<file path="src/rtl/lcd_key_event_gen.sv">
// Direction-key front end for the LCD block-display controller: per-key sync and
// debounce, single-key press / auto-repeat event source, one-entry valid/ack buffer.

module lcd_key_debounce #(
  parameter int DEBOUNCE_CYC = 1000000,
  parameter int CW           = 25
) (
  input  logic clk,
  input  logic rst,
  input  logic i_key_n,
  output logic o_held
);
  logic [1:0]    r_sync;
  logic [CW-1:0] r_cnt;
  logic          r_held;
  logic          w_lvl;

  assign w_lvl  = ~r_sync[1];
  assign o_held = r_held;

  always_ff @(posedge clk or negedge rst) begin
    if (!rst) begin
      r_sync <= 2'b11;
      r_cnt  <= '0;
      r_held <= 1'b0;
    end else begin
      r_sync <= {r_sync[0], i_key_n};
      if (w_lvl == r_held) begin
        r_cnt <= '0;
      end else if (r_cnt == CW'(DEBOUNCE_CYC - 1)) begin
        r_held <= ~r_held;
        r_cnt  <= '0;
      end else begin
        r_cnt <= r_cnt + 1'b1;
      end
    end
  end
endmodule

module lcd_key_event_gen #(
  parameter int DEBOUNCE_CYC     = 1000000,
  parameter int REPEAT_DELAY_CYC = 25000000,
  parameter int REPEAT_RATE_CYC  = 5000000,
  parameter int CW               = 25
) (
  input  logic       clk,
  input  logic       rst,
  input  logic [3:0] i_key_n,
  input  logic       i_evt_ack,
  output logic       o_evt_valid,
  output logic [1:0] o_evt_dir,
  output logic       o_evt_rpt,
  output logic       o_evt_drop,
  output logic [3:0] o_key_held
);
  // Timers fire on reaching 0, so they are loaded one short of the period.
  localparam logic [CW-1:0] LD_DELAY = CW'(REPEAT_DELAY_CYC - 1);
  localparam logic [CW-1:0] LD_RATE  = CW'(REPEAT_RATE_CYC - 1);

  typedef enum logic [1:0] {S_IDLE, S_ARM, S_RPT} state_t;

  logic [3:0]    w_held;
  logic          w_onehot;
  logic [1:0]    w_dir;
  state_t        r_state, w_nstate;
  logic [CW-1:0] r_timer, w_ntimer;
  logic [3:0]    r_key, w_nkey;
  logic          w_gen, w_rpt;
  logic          r_valid, r_rpt, r_drop;
  logic [1:0]    r_dir;

  for (genvar k = 0; k < 4; k++) begin : g_key
    lcd_key_debounce #(.DEBOUNCE_CYC(DEBOUNCE_CYC), .CW(CW)) u_db (
      .clk    (clk),
      .rst    (rst),
      .i_key_n(i_key_n[k]),
      .o_held (w_held[k])
    );
  end

  assign w_onehot = (w_held != 4'b0) && ((w_held & (w_held - 4'd1)) == 4'b0);

  // Bit 3 is up, so direction code is 3 minus the bit index.
  always_comb begin
    w_dir = 2'd0;
    case (w_held)
      4'b1000: w_dir = 2'd0;
      4'b0100: w_dir = 2'd1;
      4'b0010: w_dir = 2'd2;
      4'b0001: w_dir = 2'd3;
      default: w_dir = 2'd0;
    endcase
  end

  always_ff @(posedge clk or negedge rst) begin
    if (!rst) begin
      r_state <= S_IDLE;
      r_timer <= '0;
      r_key   <= '0;
    end else begin
      r_state <= w_nstate;
      r_timer <= w_ntimer;
      r_key   <= w_nkey;
    end
  end

  always_comb begin
    w_nstate = r_state;
    w_ntimer = r_timer;
    w_nkey   = r_key;
    w_gen    = 1'b0;
    w_rpt    = 1'b0;
    case (r_state)
      S_IDLE: begin
        if (w_onehot) begin
          w_gen    = 1'b1;
          w_ntimer = LD_DELAY;
          w_nkey   = w_held;
          w_nstate = S_ARM;
        end
      end
      S_ARM, S_RPT: begin
        // A key-pattern change outranks a due repeat.
        if (w_held != r_key) begin
          if (w_onehot) begin
            w_gen    = 1'b1;
            w_ntimer = LD_DELAY;
            w_nkey   = w_held;
            w_nstate = S_ARM;
          end else begin
            w_ntimer = '0;
            w_nkey   = '0;
            w_nstate = S_IDLE;
          end
        end else if (r_timer == '0) begin
          w_gen    = 1'b1;
          w_rpt    = 1'b1;
          w_ntimer = LD_RATE;
          w_nstate = S_RPT;
        end else begin
          w_ntimer = r_timer - 1'b1;
        end
      end
      default: begin
        w_ntimer = '0;
        w_nkey   = '0;
        w_nstate = S_IDLE;
      end
    endcase
  end

  always_ff @(posedge clk or negedge rst) begin
    if (!rst) begin
      r_valid <= 1'b0;
      r_dir   <= 2'd0;
      r_rpt   <= 1'b0;
      r_drop  <= 1'b0;
    end else begin
      r_drop <= 1'b0;
      if (w_gen && (!r_valid || i_evt_ack)) begin
        r_valid <= 1'b1;
        r_dir   <= w_dir;
        r_rpt   <= w_rpt;
      end else if (w_gen) begin
        r_drop <= 1'b1;
      end else if (i_evt_ack) begin
        r_valid <= 1'b0;
      end
    end
  end

  assign o_evt_valid = r_valid;
  assign o_evt_dir   = r_dir;
  assign o_evt_rpt   = r_rpt;
  assign o_evt_drop  = r_drop;
  assign o_key_held  = w_held;
endmodule
</file>
<file path="config.mk">
export PLATFORM = sky130hd
export DESIGN_NAME = lcd_key_event_gen
export DESIGN_NICKNAME = d
export VERILOG_FILES = /design/src/rtl/lcd_key_event_gen.sv
export SDC_FILE = /design/constraint.sdc
export NUM_CORES = 1
export LEC_CHECK = 0
export ABC_AREA = 1
export CORE_MARGIN = 2
export CORE_UTILIZATION = 40
export DETAILED_ROUTE_END_ITERATION = 12
export HOLD_SLACK_MARGIN = 0.08
export PLACE_DENSITY = 0.65
export SYNTH_ARGS = -nofsm -noshare
export SYNTH_HDL_FRONTEND = slang
export SYNTH_SLANG_ARGS = --single-unit
</file>
<file path="constraint.sdc">
create_clock -name clk -period 1.6 [get_ports clk]
set_input_delay 0.32 -clock clk [delete_from_list [all_inputs] [get_ports clk]]
set_output_delay 0.32 -clock clk [all_outputs]
set_load 0.05 [all_outputs]
</file>
==> metrics.md <==
| Metric | Value |
|---|---|
| Worst Setup End Kind | `output pin` |
| Switching share of power | `22.1%` |
| Ports | `16` |
| Initial DRC count | `444` |
| Number of fill cells in the layout | `1922` |
| Vias per std cell | `5.01` |
| Inserted Clock Buffers | `17` |
| CP max-delay cell | `dfrtp_2` |
| Pwr per Cell Area | `738 nW/um^2` |
| YS warnings | `0` |
| Most used DFF post-synth | `dfrtp_1` |
| Status | `complete, but fails checks` |
| Area occupied by multi-input gates | `4820 sq um` |
| Max incr delay on CP | `0.45 ns` |
| Detailed Routing Iterations Pass 1 | `5` |
| Worst Path Required | `1.28 ns` |
| Die W | `150 um` |
| Final-stage net count | `1327` |
| Worst Path Arrival | `1.31 ns` |
| RSZ-0062 raised after global routing | `yes` |
| Startpoint Class | `flip-flop` |
| Inst Count DP | `1543` |
| Vias in the first global route | `7507` |
| Final design instance area without fill | `11500 sq um` |
| EDFF count, synth | `0` |
| Chip Height | `150 um` |
| GRT Residual Overflow | `0` |
| NetSw | `0.00187 W` |
| Final hold vios | `0` |
| Max-cap violations | `0` |
| Final WL | `21.2 mm` |
| CP dominant cell by count | `buf_4` |
| #FFs+latches synth | `148` |
| First-pass GRT wire length | `35.1 mm` |
| Drt wl/cell | `13.3 um` |
| Largest net degree at the start of global routing | `46` |
| Sequential fraction of the synthesis area | `43.8%` |
| Worst Setup Slack, final | `-0.0318 ns` |
| H-tree Lvls | `4` |
| Via count | `8015` |
| Starting Density | `40.5%` |
| Peak fanout along the critical path | `4` |
| Clock sink count | `148` |
| Drt drc | `0` |
| Failing checks | `setup timing` |
| Setup TNS | `-0.0506 ns` |
| Site row count | `53` |
| Core area | `21000 sq um` |
| Reg area | `3720 sq um` |
| Mapped Cells | `1158` |
| Share of layout cells above drive strength 1 | `27.6%` |
| Hold Crit Class | `input pin to flip-flop` |
| Worst path cell trace | `buf_4 -> buf_4 -> buf_12` |
| Post-synth cell types | `39` |
| Clock share of power | `51.2%` |
| P&R area growth vs syn | `35.0%` |
| Syn Area/Cell | `7.33 sq um` |
| Worst slew margin | `72.6%` |
| Setup violations, final | `5` |
| GP Congestion | `0.945` |
| Reg power frac | `45.2%` |
| HPWL Detailed | `14.8 mm` |
| Finished Layout Cells | `1601` |
| Syn_nets | `1172` |
| Dpl cell area | `9840 sq um` |
| Clock-pin slew on the worst setup and hold paths | `0.06 ns` |
| Ant. Diodes | `0` |
| Comb power frac | `3.6%` |
| Gr usage total | `19.3%` |
| Worst-Skew Late Latency | `0.42 ns` |
| Max Fclk | `613 MHz` |
| Port buffer count | `15` |
| Initial antenna violation count | `0` |
| Worst-margin pin slew | `0.408 ns` |
| Fin crit share | `102%` |
| Pint | `0.00658 W` |
| Max Slew Vio Count | `0` |
| Flop2flop setup slack | `-0.01 ns` |
| Clock Skew | `0.00742 ns` |
| Synth Cell Area | `8490 sq um` |
| Leakage power | `5.35 nW` |
| Asr flop ratio synth | `100%` |
| CTS max path bufs | `2` |
| Peak supply drop | `0.627 mV` |
| Post-route ant nets | `0` |
| Die area | `22400 sq um` |
| CTS Root Buffer Type | `clkbuf_16` |
| CP Class | `flip-flop to output pin` |
| Crit path time final | `1.63 ns` |
| Setup slack after placement | `-0.0728 ns` |
| CTS tree | `built` |
| Power, Total | `0.00845 W` |
[flip-flops by register name, indices dropped and copies added (netlist names)]
name               cells
r_key                  4
o_evt_drop             1
r_state                2
o_evt_dir              2
g_key.u_db.r_cnt     100
r_timer               25
g_key.u_db.r_sync      8
g_key.u_db.o_held      4
o_evt_valid            1
o_evt_rpt              1
[cells in the final DEF, fill, tap and decap left out, types with 5 or more instances in the layout]
master           instances
nor4_2                   5
dfstp_2                  8
nand2_4                 10
nand2_1                250
xor2_1                  42
a21oi_1                 12
nand3_4                  6
nand3_1                 71
buf_12                   9
dfrtp_2                  9
inv_1                  137
nand4_1                 33
nand3_2                 23
buf_6                    6
nor3b_2                  5
nand2_2                 22
clkbuf_16               18
o21ai_1                 15
nor2_4                  12
buf_4                  132
nor3b_1                  7
nor2_1                 167
dfrtp_1                131
o21ai_0                 11
nor3_2                  20
nor4_1                   7
nor3_1                  29
or2_2                    6
inv_2                   10
clkinv_4                 6
xnor2_1                 22
clkdlybuf4s50_1          5
nor2_2                  26
[metal layers]
| layer | up-vias | GRT usage [%] | routed length [um] |
|---|---|---|---|
| met5 | - | 0 | 0 |
| met4 | 0 | 5.42 | 268 |
| met3 | 23 | 3.72 | 773 |
| met2 | 156 | 30.2 | 10100 |
| met1 | 3839 | 27.3 | 10100 |
| li1 | 3997 | - | - |
[through the flow]
| stage | hold WS, ns | util [%] |
|---|---|---|
| 2_1_floorplan | 0.0244 | - |
| 3_3_place_gp | 0.212 | 46.9 |
| 3_5_place_dp | 0.214 | 46.9 |
| 4_1_cts | 0.280 | 50.4 |
| 5_1_grt | 0.278 | 54.7 |
| 6_report | 0.301 | 54.7 |
[cells by family (layout without fill, tap and decap cells)]
family,Yosys count,after routing,synth area share (%)
AO/OA/AOI/OAI,57,57,3.70
XOR/XNOR,68,68,7.02
flip-flops,148,148,43.8
multiplexers,1,1,0.118
buffers and inverters,170,338,8.01
AND/OR/NAND/NOR,707,707,36.4
adder cells (fa/ha/maj),7,7,1.03
[cell usage after synthesis (3+ instances only)]
cell	count	share of area, %
a21oi_1	14	0.83
a31oi_1	3	0.22
buf_2	3	0.18
buf_4	8	0.71
clkbuf_1	8	0.35
dfrtp_1	140	41
dfstp_2	8	2.5
ha_1	7	1.0
inv_1	145	6.4
inv_2	4	0.18
nand2_1	275	12
nand2_2	6	0.44
nand3_1	99	5.8
nand4_1	33	2.4
nor2_1	202	8.9
nor3_1	50	2.9
nor3b_1	12	1.1
nor4_1	13	0.96
o211ai_1	4	0.35
o21ai_0	19	1.1
o21ai_1	10	0.59
or2_2	6	0.44
xnor2_1	23	2.4
xor2_1	45	4.6
[worst max-delay path, delay by kind of cell, from the launching register on]
kind	cells	cell delay, ns
buf+inv	3	0.43
flops	1	0.45
[path summary, 6_finish.rpt]
kind | from | endpoint | cells after the start
setup / recovery | g_key[2].u_db.o_held | o_key_held[2] | 3
hold / removal | i_key_n[1] | g_key[1].u_db.r_sync[0] | 1
setup reg to reg | r_timer[0] | o_evt_dir[0] | 13
hold reg to reg | g_key[1].u_db.r_sync[0] | g_key[1].u_db.r_sync[1] | 0
max in group asynchronous | rst | r_timer[3] | 3
min in group asynchronous | rst | g_key[2].u_db.r_cnt[23] | 2
[area by class of cell]
cell class | count | share of cell area, %
multi-input cells | 840 | 42.1
flip-flops and latches | 148 | 32.5
repair buffers | 156 | 11.8
inverters | 150 | 4.99
clock buffers | 18 | 3.83
well taps | 275 | 3.00
clock inverters | 14 | 1.77
[what timing repair did]
item	CTS	global route
endpoints found under the setup margin	41	102
buffers inserted	1	23
pin swaps	6	52
hold endpoints to repair	81	0
hold buffers	1	0
cloned	0	2
resized for setup	19	183
[power groups by stage]
stage          clock [W]  combinational, W  sequential [W]
2_1_floorplan          0         0.0000879         0.00388
3_3_place_gp           0          0.000270         0.00388
3_5_place_dp           0          0.000272         0.00388
4_1_cts          0.00443          0.000276         0.00381
5_1_grt          0.00462          0.000350         0.00382
6_report         0.00433          0.000308         0.00382
Note: power is estimated with default switching activity, not from simulation.
